## src/rtl/front_pipe_regs.sv

```systemverilog
// IF/ID and ID/EX pipeline registers with flush/stall handling and a saturating bubble counter.
// One edge per stage; a stage holds its contents while its stall input is high, and flush overrides stall.
module front_pipe_regs #(
  parameter int CNT_W = 16
) (
  input  logic              CLK,
  input  logic              nRST,

  input  logic              dpif_ihit,
  input  logic              ifid_stall,
  input  logic              idex_stall,
  input  logic              ifid_FLUSH,
  input  logic              idex_FLUSH,

  input  logic [31:0]       if_instr,
  input  logic [31:0]       if_npc,

  input  logic [31:0]       id_rdat1,
  input  logic [31:0]       id_rdat2,
  input  logic              id_DataRead,
  input  logic              id_DataWrite,
  input  logic              id_RegWEN,
  input  logic              id_Halt,
  input  logic [4:0]        id_wsel,

  output logic [31:0]       ifid_instr,
  output logic [31:0]       ifid_npc,
  output logic [4:0]        ifid_rs,
  output logic [4:0]        ifid_rt,
  output logic              ifid_valid,

  output logic [31:0]       idex_instr,
  output logic [31:0]       idex_npc,
  output logic [31:0]       idex_rdat1,
  output logic [31:0]       idex_rdat2,
  output logic [4:0]        idex_rt,
  output logic [4:0]        idex_wsel,
  output logic              idex_DataRead,
  output logic              idex_DataWrite,
  output logic              idex_RegWEN,
  output logic              idex_Halt,
  output logic              idex_valid,

  output logic [CNT_W-1:0]  bubble_cnt
);

  typedef struct packed {
    logic [31:0] instr;
    logic [31:0] npc;
    logic        valid;
  } ifid_t;

  typedef struct packed {
    logic [31:0] instr;
    logic [31:0] npc;
    logic [31:0] rdat1;
    logic [31:0] rdat2;
    logic [4:0]  wsel;
    logic        data_read;
    logic        data_write;
    logic        reg_wen;
    logic        halt;
    logic        valid;
  } idex_t;

  ifid_t            ifid_q, ifid_d;
  idex_t            idex_q, idex_d;
  logic             idex_bubble;
  logic [CNT_W-1:0] cnt_q, cnt_d;

  // IF/ID next state: flush, then stall, then fetch, else bubble.
  always_comb begin
    ifid_d = ifid_q;
    if (ifid_FLUSH) begin
      ifid_d = '0;
    end else if (ifid_stall) begin
      ifid_d = ifid_q;
    end else if (dpif_ihit) begin
      ifid_d.instr = if_instr;
      ifid_d.npc   = if_npc;
      ifid_d.valid = 1'b1;
    end else begin
      ifid_d = '0;
    end
  end

  // ID/EX next state. Halt is sticky across holds and bubbles; only flush or reset clears it.
  always_comb begin
    idex_d      = idex_q;
    idex_bubble = 1'b0;
    if (idex_FLUSH) begin
      idex_d      = '0;
      idex_bubble = 1'b1;
    end else if (idex_stall) begin
      idex_d = idex_q;
    end else if (!ifid_q.valid) begin
      idex_d      = '0;
      idex_d.halt = idex_q.halt;
      idex_bubble = 1'b1;
    end else begin
      idex_d.instr      = ifid_q.instr;
      idex_d.npc        = ifid_q.npc;
      idex_d.rdat1      = id_rdat1;
      idex_d.rdat2      = id_rdat2;
      idex_d.wsel       = id_wsel;
      idex_d.data_read  = id_DataRead  & ifid_q.valid;
      idex_d.data_write = id_DataWrite & ifid_q.valid;
      idex_d.reg_wen    = id_RegWEN    & ifid_q.valid;
      idex_d.halt       = idex_q.halt | (id_Halt & ifid_q.valid);
      idex_d.valid      = ifid_q.valid;
    end
  end

  always_comb begin
    cnt_d = cnt_q;
    if (idex_bubble && (cnt_q != {CNT_W{1'b1}})) begin
      cnt_d = cnt_q + CNT_W'(1);
    end
  end

  always_ff @(posedge CLK) begin
    if (!nRST) begin
      ifid_q <= '0;
      idex_q <= '0;
      cnt_q  <= '0;
    end else begin
      ifid_q <= ifid_d;
      idex_q <= idex_d;
      cnt_q  <= cnt_d;
    end
  end

  assign ifid_instr     = ifid_q.instr;
  assign ifid_npc       = ifid_q.npc;
  assign ifid_valid     = ifid_q.valid;
  assign ifid_rs        = ifid_q.instr[25:21];
  assign ifid_rt        = ifid_q.instr[20:16];

  assign idex_instr     = idex_q.instr;
  assign idex_npc       = idex_q.npc;
  assign idex_rdat1     = idex_q.rdat1;
  assign idex_rdat2     = idex_q.rdat2;
  assign idex_rt        = idex_q.instr[20:16];
  assign idex_wsel      = idex_q.wsel;
  assign idex_DataRead  = idex_q.data_read;
  assign idex_DataWrite = idex_q.data_write;
  assign idex_RegWEN    = idex_q.reg_wen;
  assign idex_Halt      = idex_q.halt;
  assign idex_valid     = idex_q.valid;

  assign bubble_cnt     = cnt_q;

endmodule

```

## config.mk

```make
export PLATFORM = sky130hd
export DESIGN_NAME = front_pipe_regs
export DESIGN_NICKNAME = d
export VERILOG_FILES = /design/src/rtl/front_pipe_regs.sv
export SDC_FILE = /design/constraint.sdc
export NUM_CORES = 1
export LEC_CHECK = 0
export ABC_AREA = 1
export CAP_MARGIN = 20
export CORE_ASPECT_RATIO = 1.5
export CORE_MARGIN = 4
export CORE_UTILIZATION = 37
export CTS_CLUSTER_DIAMETER = 40
export CTS_CLUSTER_SIZE = 24
export DETAILED_ROUTE_END_ITERATION = 10
export PLACE_DENSITY = 0.85
export SKIP_CTS_REPAIR_TIMING = 1
export SLEW_MARGIN = 20
export SYNTH_ARGS = -nofsm -noshare
export SYNTH_HDL_FRONTEND = slang
export SYNTH_SLANG_ARGS = --single-unit
```

## constraint.sdc

```tcl
create_clock -name CLK -period 1.4 [get_ports CLK]
set_input_delay 0.14 -clock CLK [delete_from_list [all_inputs] [get_ports CLK]]
set_output_delay 0.14 -clock CLK [all_outputs]
set_load 0.01 [all_outputs]
```

======== After elaboration in Yosys (flattened, before gate mapping) ========
Index checks and enable logic that the tools add are counted.
W data, S select, Z words.
storage, ports and cells
  flip-flop bits (word level) ............. 219
  output and inout port bits .............. 234
  word-level logic and storage cells ...... 32
cells by class
  add/subtract/negate cells ............... 1
  eq/ne operators ......................... 1
  multiplexer cells ....................... 5
  bitwise logic cells ..................... 7
  reductions and logical operators ........ 4
operators by type and width
  operator                 number
  $mux W138                1
  $mux W65                 1
  $add A16 B1 Y16 const B  1
  $ne A16 B16 Y1 const B   1
  $and A1 B1 Y1            4
  $reduce_or A2 Y1         2
  $mux W1                  3
  $not A1 Y1               2
  $reduce_and A2 Y1        1
  $logic_and A1 B1 Y1      1
  $or A1 B1 Y1             1

======== Logic depth before layout (Yosys ltp) ========
Gate-level depths: netlist of run 1.
  depth after elaboration ................. 4
  depth in mapped cells ................... 9
  gate-level depth less buffers ........... 9

======== Worst setup path after synthesis of run 1 ========
Ideal clock, no wire load.
  path type ............................... register to register
  start ................................... register cnt_q[0], in the netlist bubble_cnt[0]
  end ..................................... register cnt_q[10], in the netlist bubble_cnt[10]
  library setup time ...................... 115 ps
  arrival time ............................ 1356 ps
  required time ........................... 1285 ps
  slack ................................... -71 ps
  cell stages (with the launch flop) ...... 8
  path buffers ............................ 1
  cells stage by stage .................... dfxtp_1 -> ha_1 -> inv_2 -> nor2_4 -> nand4_4 -> buf_6 -> a21oi_1 -> nor2_1
on the way
  word-level cells in the longest chain between the ends .. 2
  elaborated cells on any way between the ends .. 3
  those cells by class .................... 1 x add/sub; 1 x eq/ne; 1 x reduce/logical
ends and longest elaborated chain
  element                                                  RTL line  source
  start, declared                                          69        logic [CNT_W-1:0] cnt_q, cnt_d;
  start signal, assigned                                   129       cnt_q <= cnt_d;
  branches (longest 2 deep; another with $add A16 B1 Y16)  n/a
Several ways; the timed one is not identified.
A chain may end at the register's enable or synchronous reset.

======== Final worst setup path of run 1 ========
  start ................................... register cnt_q[14], in the netlist bubble_cnt[14]
  end ..................................... register cnt_q[9], in the netlist bubble_cnt[9]
on the way
  word-level cells in the longest chain between the ends .. 2
ends and longest elaborated chain
  element              RTL line  source
  $ne A16 B16 Y1       116       if (idex_bubble && (cnt_q != {CNT_W{1'b1}})) begin
  $logic_and A1 B1 Y1  116
Every way passes these cells.

==> run_results.csv, run 1 <==
group,metric,value,unit
min_path,hold-path-endpoint,"ifid_npc[23]",
clock_tree,clock_latency,0.53,ns
synth,yosys.cell_types.count,23,
clock_tree,cts_buffer_depth,3,
routing,wl,30100,um
placement,place_area,12300,sq um
floorplan,die_x,128,um
placement,placed_cells,1667,
worst_setup_path,r2r-end,"bubble_cnt[9]",
synth,synth.area.top_cells,"dfxtp_1 55%, nand2_1 21%, a21oi_1 13%",
worst_setup_path,reg2reg_depth,6,
min_path,hold_class,"in2reg",
clock_tree,cts.clk_slew.worst_paths,0.07,ns
worst_setup_path,required,1.80,ns
pwr,power.switching,3.68,mW
floorplan,dieArea,24200,sq um
global_route,grt_overflow,0,
synth,synth-xor-area-share,0.00109,
floorplan,rows,65,
pwr,p_sw_frac,0.261,
worst_setup_path,r2r-start,"bubble_cnt[14]",
pwr,seq_power_share,0.449,
synth,muxShareOfSynthArea,0,
placement,pre_cts_ws,-0.198,ns
placement,hpwl,20000,um
synth,synth_warnings,0,
floorplan,start_util,0.379,
global_route,grtUsageTotal,0.215,
timing,min_period,1.42,ns
status,violations,"negative setup slack",
synth,syn_area,8040,sq um
clock_tree,cts_tree,"yes",
cells_and_area,syn_to_final_growth,73.0,%
placement,io_buffers,377,
timing,fin_tns_setup,-0.0262,ns
timing,tightest_slew,0.512,ns
clock_tree,cts_made_buffers,25,
worst_setup_path,startpoint_type,"flop",
job,cap_violations,0,
global_route,antenna_found_initial,3,
synth,synth_compound_area_frac,0.133,
pwr,comb_power_share,0.077,
synth,synth_top_family_by_area,"simple AND/OR/NAND/NOR gates",
placement,place_congestion,0.874,
synth,synth-simple-area-share,0.255,
floorplan,ios,378,
global_route,grt_pass1_vias,8314,
worst_setup_path,cp_max_fo,5,
global_route,grt_pass1_wl,42700,um
synth,synth_seq_area_share,0.545,
routing,ant_nets,0,
timing,slew_headroom,0.658,
timing,setup_viol,3,
clock_tree,cts.htree.levels,1,
worst_setup_path,arrival,1.83,ns
cells_and_area,register_area,4420,sq um
synth,synthesis.nets,1204,
routing,drt_iter0_markers,508,
routing,viasPerCell,4.97,
synth,synth_top_area_frac,0.545,
timing,finClkSkew,0.0231,ns
cells_and_area,fin_area,13900,sq um
synth,synth_cells,1059,
routing,routedWlPerCell,17.4,um
status,outcome,"finished, violations left",
routing,vias,8590,
cells_and_area,multi_input_area,3280,sq um
timing,fin_crit_sh,1.02,
cells_and_area,fillers,1585,
worst_setup_path,crit_type,"reg2reg",
worst_setup_path,critPathCaptureType,"flop",
timing,fmax,702,MHz
floorplan,die_h,189,um
pwr,irDropWorstVdd,1.03,mV
timing,layout_setup_ws,-0.0246,ns
pwr,p_per_area,1010,nW/um^2
cells_and_area,fin_util,0.655,
cells_and_area,drive_above_1_share,0.108,
synth,synth.largest_area_cell,"dfxtp_1",
clock_tree,cts_sinks,219,
floorplan,core_area,21200,sq um
cells_and_area,fin_nets,1584,
min_path,hold_start,"ifid_stall",
synth,async_flop_share,0,
timing,drv_slew,0,
routing,drc,0,
timing,finalHoldViolCount,0,
worst_setup_path,ff2ff_setup_slack,-0.02,ns
pwr,clkPwrFrac,0.475,
pwr,p_leak,8.86,nW
routing,drtPass1Iterations,5,
synth,synth_ff_type,"dfxtp_1",
cells_and_area,stdcell_count,1727,
pwr,internal_power,10.4,mW
synth,synth_adder_area_share,0.00156,
min_path,whs_path_depth,5,
synth,synth-edff-count,0,
synth,ys_seq_elements,219,
clock_tree,cts-root-buf,"clkbuf_16",
synth,syn_avg_cell_area,7.60,sq um
global_route,grt_max_degree,112,
-- per-layer routing --
layer,vias up,share of wire,global-route usage
met5,-,0.0013,0
met4,4,0.049,0.0948
met3,96,0.081,0.0516
met2,387,0.52,0.388
met1,3960,0.35,0.235
li1,4143,-,-
-- flip-flops by register name, indices dropped and copies added (netlist names) --
name and flops:
idex_wsel 5, idex_valid 1, ifid_npc 32, idex_rdat1 32
ifid_instr 32, idex_npc 32, ifid_valid 1, idex_RegWEN 1
idex_rdat2 32, idex_instr 32, idex_DataWrite 1, idex_DataRead 1
bubble_cnt 16, idex_Halt 1
-- cell usage after synthesis (2+ instances only) --
| master | instances |
|---|---|
| a21oi_1 | 212 |
| buf_1 | 10 |
| buf_2 | 23 |
| buf_4 | 15 |
| buf_6 | 6 |
| clkbuf_1 | 30 |
| dfxtp_1 | 219 |
| inv_1 | 15 |
| inv_2 | 3 |
| nand2_1 | 441 |
| nand2_2 | 3 |
| nand3_1 | 17 |
| nand3b_1 | 4 |
| nand4_1 | 2 |
| nor2_1 | 48 |
| nor2_4 | 3 |
| o21ai_1 | 2 |
-- critical path, cell delays in order (launching register included) --
cell,delay (ns)
dfxtp_1,0.40
nand2_1,0.11
nor2_4,0.22
buf_4,0.19
nand4_2,0.15
a21oi_1,0.18
nor2_1,0.07
-- kinds of logic (layout without fill, tap and decap cells) --
group                    after synthesis  after routing
AND/OR/NAND/NOR                      522            525
flip-flops                           219            219
AO/OA/AOI/OAI                        214            214
buffers and inverters                102            498
adder cells (fa/ha/maj)                1              1
XOR/XNOR                               1              1
other                                  0              1
-- power groups by stage --
stage                     registers [mW]  clock network, mW  logic [mW]
after floorplan                     6.50                  0       0.345
after global placement              6.48                  0        1.06
after detailed placement            6.48                  0        1.07
after CTS                           6.33               6.85        1.08
after global routing                6.34               7.16        1.16
final                               6.33               6.70        1.08
-- worst max-delay path by stage --
stage | startpoint | endpoint | slack (ns) | depth (start not counted)
after floorplan | bubble_cnt[1] | bubble_cnt[10] | 0.009 | 7
after global placement | idex_FLUSH | bubble_cnt[7] | -0.14 | 8
after detailed placement | idex_FLUSH | bubble_cnt[13] | -0.20 | 8
after CTS | bubble_cnt[8] | bubble_cnt[8] | -0.40 | 2
after global routing | bubble_cnt[14] | bubble_cnt[9] | -0.1 | 6
final | bubble_cnt[14] | bubble_cnt[9] | -0.02 | 6
-- layout make-up --
class / instances / share of cell area
repair buffers: 434 / 0.355
flip-flops and latches: 219 / 0.318
multi-input cells: 741 / 0.236
clock buffers: 25 / 0.0450
well taps: 268 / 0.0241
clock inverters: 21 / 0.0174
inverters: 18 / 0.00486
diodes: 1 / 0.000180
-- layout by cell type (no fill, tap or decap), types with 2 or more instances in the layout --
master           count
a21oi_1            212
buf_12              13
buf_4               45
clkbuf_16           25
clkdlybuf4s50_1    141
clkinv_8             5
dfxtp_1            198
dfxtp_2             18
dfxtp_4              3
dlymetal6s2s_1     234
inv_1               13
inv_2                5
inv_6                8
inv_8                6
nand2_1            438
nand2_2              5
nand3_1             15
nand3_2              2
nand3b_1             4
nand4_1              2
nand4_2              2
nand4_4              2
nor2_1              40
nor2_2               5
nor2_4               7
-- metrics by stage --
stage | hold WS [ns] | total power [mW]
final | 0.139 | 14.1
after global routing | 0.135 | 14.7
after CTS | 0.112 | 14.3
after detailed placement | 0.447 | 7.55
after global placement | 0.436 | 7.54
after floorplan | 0.257 | 6.84
(Power assumes the default switching activity.)
==> inputs of run 2 (changes only) <==
- CTS_CLUSTER_SIZE: 24 -> unset
==> run_results.csv, run 2 (same netlist as run 1, synthesis figures left out) <==
group,metric,value,unit
worst_setup_path,cp_max_fo,26,
timing,min_period,1.38,ns
clock_tree,clock_latency,0.51,ns
worst_setup_path,reg2reg_depth,6,
worst_setup_path,r2r-start,"ifid_valid",
floorplan,die_x,128,um
placement,io_buffers,377,
clock_tree,cts.htree.levels,1,
floorplan,rows,65,
floorplan,core_area,21200,sq um
worst_setup_path,cp_num_buf_inv,3,
routing,vias,8636,
cells_and_area,drive_above_1_share,0.102,
global_route,grt_overflow,0,
floorplan,start_util,0.379,
clock_tree,cts_sinks,219,
clock_tree,cts_made_buffers,26,
worst_setup_path,required,1.83,ns
timing,fin_crit_sh,0.985,
timing,setup_viol,0,
timing,finalHoldViolCount,0,
pwr,p_per_area,1000,nW/um^2
global_route,antenna_found_initial,3,
cells_and_area,final_cell_mix,"438 x nand2_1, 234 x dlymetal6s2s_1, 211 x a21oi_1, 200 x dfxtp_1, 141 x clkdlybuf4s50_1",
timing,tightest_slew,0.509,ns
cells_and_area,final_common_cell,"nand2_1",
cells_and_area,fin_nets,1584,
placement,hpwl,20000,um
worst_setup_path,worst_path_largest_cell_delay,0.39,ns
routing,drc,0,
clock_tree,cts-root-buf,"clkbuf_16",
timing,finClkSkew,0.0100,ns
routing,ant_nets,0,
worst_setup_path,crit_slowest_cell,"dfxtp_2",
worst_setup_path,crit_type,"reg2reg",
cells_and_area,fin_util,0.654,
worst_setup_path,cp_top_family,"buffers and inverters",
clock_tree,cts_tree,"yes",
pwr,p_leak,8.85,nW
pwr,irDropWorstVdd,0.937,mV
min_path,hold-path-endpoint,"ifid_npc[23]",
global_route,grt_pass1_vias,8350,
worst_setup_path,critPathLaunch,"ifid_valid",
timing,drv_slew,0,
clock_tree,cts_buffer_depth,3,
routing,drtPass1Iterations,5,
global_route,grt_pass1_wl,42600,um
cells_and_area,syn_to_final_growth,72.6,%
timing,holdWs,0.151,ns
placement,place_congestion,0.874,
worst_setup_path,r2r-end,"idex_rdat1[20]",
routing,viasPerCell,5.00,
timing,fmax,725,MHz
global_route,grt_max_degree,112,
min_path,hold_start,"ifid_stall",
routing,routedWlPerCell,17.6,um
min_path,whs_path_depth,5,
min_path,hold_class,"in2reg",
placement,placed_cells,1667,
worst_setup_path,crit_path_frequent_cell,"buf_12",
worst_setup_path,startpoint_type,"flop",
timing,fin_tns_setup,0,ns
floorplan,dieArea,24200,sq um
worst_setup_path,critPathCaptureType,"flop",
clock_tree,cts.clk_slew.worst_paths,0.06,ns
global_route,grtUsageTotal,0.214,
floorplan,die_h,189,um
routing,drt_iter0_markers,434,
worst_setup_path,arrival,1.81,ns
timing,slew_headroom,0.661,
routing,wl,30400,um
status,outcome,"finished, final reports clean",
cells_and_area,stdcell_count,1726,
job,cap_violations,0,
worst_setup_path,crit_chain,"inv_1, nor2_4, buf_12, buf_12, nand2_1, a21oi_1",
floorplan,ios,378,
worst_setup_path,ff2ff_setup_slack,0.02,ns
run 2: area by class of cell:
| type | count | area, sq um |
|---|---|---|
| flip-flops and latches | 219 | 4410 |
| clock inverters | 14 | 131 |
| multi-input cells | 741 | 3280 |
| inverters | 18 | 67.6 |
| repair buffers | 433 | 4950 |
| well taps | 268 | 335 |
| clock buffers | 32 | 704 |
| fillers | 1578 | 7340 |
| diodes | 1 | 2.50 |
run 2: how the worst max path moves through the flow:
| stage | to | slack [ns] | cells past startpoint |
|---|---|---|---|
| floorplan | bubble_cnt[10] | 0.009 | 7 |
| global placement | bubble_cnt[7] | -0.14 | 8 |
| detailed placement | bubble_cnt[13] | -0.20 | 8 |
| CTS | bubble_cnt[8] | -0.39 | 2 |
| global route | bubble_cnt[6] | -0.07 | 7 |
| finish | idex_rdat1[20] | 0.02 | 6 |
run 2: worst min-delay path: cells and delay by family:
family,cells,cell delay (ns)
simple gates,2,0.14
buf+inv,2,0.29
compound gates,1,0.05
run 2: per-stage QoR:
stage	cell area (sq um)	total power, mW	setup WS [ns]
4_1_cts	13100	14.1	-0.386
6_report	13900	13.9	0.0212
5_1_grt	13900	14.4	-0.0735
3_3_place_gp	12300	7.54	-0.139
3_5_place_dp	12300	7.55	-0.198
2_1_floorplan	8060	6.84	0.00892
run 2: power breakdown:
| group | switching, mW | total (mW) | internal, mW |
|---|---|---|---|
| logic | 0.493 | 1.08 | 0.591 |
| registers | 0.0500 | 6.34 | 6.29 |
| clock network | 2.68 | 6.48 | 3.80 |
| total | 3.23 | 13.9 | 10.7 |
run 2: layer usage:
metal,global-route usage,up-vias,routed length (um)
met3,0.0513,114,2530
li1,-,4136,-
met4,0.0984,4,1700
met2,0.387,427,15600
met5,0,-,27
met1,0.232,3955,10500
==> inputs of run 3 (changes only) <==
- CORE_MARGIN: 4 -> 2
- PLACE_DENSITY: 0.85 -> 0.73
==> run_results.csv, run 3 (same netlist as run 1, synthesis figures left out) <==
group,metric,value,unit
routing,drc,0,
clock_tree,cts.clk_slew.worst_paths,0.06,ns
timing,setup_viol,1,
timing,rsz0062_at_grt,"yes",
worst_setup_path,critPathCaptureType,"flop",
global_route,grtUsageTotal,0.214,
floorplan,die_h,185,um
job,cap_violations,0,
status,violations,"negative setup slack",
floorplan,rows,66,
min_path,hold_start,"idex_stall",
routing,drtPass1Iterations,4,
timing,drv_slew,0,
routing,viasPerCell,4.87,
clock_tree,cts-root-buf,"clkbuf_16",
floorplan,core_area,21600,sq um
timing,layout_setup_ws,-0.0111,ns
worst_setup_path,crit_slowest_cell,"dfxtp_1",
cells_and_area,drive_above_1_share,0.101,
global_route,grt_max_degree,138,
worst_setup_path,arrival,1.81,ns
cells_and_area,final_cell_mix,"438 x nand2_1, 234 x dlymetal6s2s_1, 209 x a21oi_1, 203 x dfxtp_1, 141 x clkdlybuf4s50_1",
placement,place_congestion,0.856,
clock_tree,cts_sinks,219,
placement,io_buffers,377,
timing,slew_headroom,0.509,
worst_setup_path,crit_type,"reg2reg",
worst_setup_path,startpoint_type,"flop",
clock_tree,clock_latency,0.52,ns
clock_tree,cts_made_buffers,26,
cells_and_area,syn_to_final_growth,73.0,%
worst_setup_path,required,1.80,ns
timing,holdWs,0.113,ns
timing,tightest_slew,0.736,ns
cells_and_area,fin_area,13900,sq um
timing,fin_crit_sh,1.01,
worst_setup_path,critPathLaunch,"bubble_cnt[7]",
clock_tree,cts_buffer_depth,3,
min_path,hold_class,"in2reg",
status,outcome,"finished, violations left",
floorplan,start_util,0.373,
worst_setup_path,r2r-start,"bubble_cnt[7]",
global_route,grt_pass1_vias,7638,
routing,drt_iter0_markers,497,
cells_and_area,fin_nets,1581,
global_route,grt_pass1_wl,40400,um
placement,hpwl,18500,um
routing,ant_nets,0,
routing,wl,27800,um
routing,vias,8409,
floorplan,dieArea,23000,sq um
clock_tree,cts.htree.levels,1,
worst_setup_path,cp_max_fo,4,
timing,min_period,1.41,ns
cells_and_area,fillers,1707,
global_route,grt_overflow,0,
timing,fin_tns_setup,-0.0111,ns
pwr,p_per_area,1010,nW/um^2
worst_setup_path,crit_chain,"buf_4, nand2_1, nor2_1, nand2_1, nor2_1, nand3_1, nand2_1, nor2_1",
routing,routedWlPerCell,16.1,um
global_route,antenna_found_initial,2,
cells_and_area,final_common_cell,"nand2_1",
timing,finalHoldViolCount,0,
clock_tree,cts_tree,"yes",
worst_setup_path,worst_path_largest_cell_delay,0.34,ns
placement,place_area,12200,sq um
floorplan,ios,378,
pwr,finalPower,14.1,mW
cells_and_area,fin_util,0.646,
timing,finClkSkew,0.0149,ns
pwr,p_leak,8.86,nW
timing,fmax,709,MHz
pwr,irDropWorstVdd,1.02,mV
floorplan,die_x,124,um
-- run 3: worst paths after layout --
kind | to | slack (ns) | cells after the start
max | bubble_cnt[13] | -0.01 | 8
min | idex_instr[26] | 0.11 | 5
max reg2reg | bubble_cnt[13] | -0.01 | 8
min reg2reg | idex_npc[19] | 0.46 | 2
-- run 3: where the power goes --
group | total (mW) | switching, mW | internal, mW
clock network | 6.70 | 2.68 | 4.02
registers | 6.34 | 0.0485 | 6.29
logic | 1.07 | 0.480 | 0.594
-- run 3: through the flow --
step / worst slack, ns / std cells
after floorplan: 0.00892 / 1059
after global placement: -0.105 / 1668
after detailed placement: -0.146 / 1668
after CTS: -0.351 / 1713
after global routing: -0.136 / 1725
final: -0.0111 / 1726
-- run 3: area by class of cell --
cell class                      count  area (sq um)  area share
Tap cell                          272           340      0.0245
Inverter                           18          67.6     0.00486
Sequential cell                   219          4410       0.317
Multi-Input combinational cell    741          3300       0.237
Clock inverter                     10           115     0.00827
Timing Repair Buffer              430          4920       0.354
Clock buffer                       35           756      0.0543
Antenna cell                        1          2.50    0.000180
-- run 3: layer usage --
layer / routed length [um] / up-vias / GRT usage
met5: 0 / - / 0
met4: 1180 / 0 / 0.0971
met3: 1740 / 79 / 0.0450
met2: 14300 / 348 / 0.374
met1: 10600 / 3855 / 0.251
li1: - / 4127 / -
-- run 3: critical path: cells and delay by family, from the launching register on --
family	cells	cell delay, ns
buf+inv	1	0.14
flops	1	0.34
simple gates	7	0.81
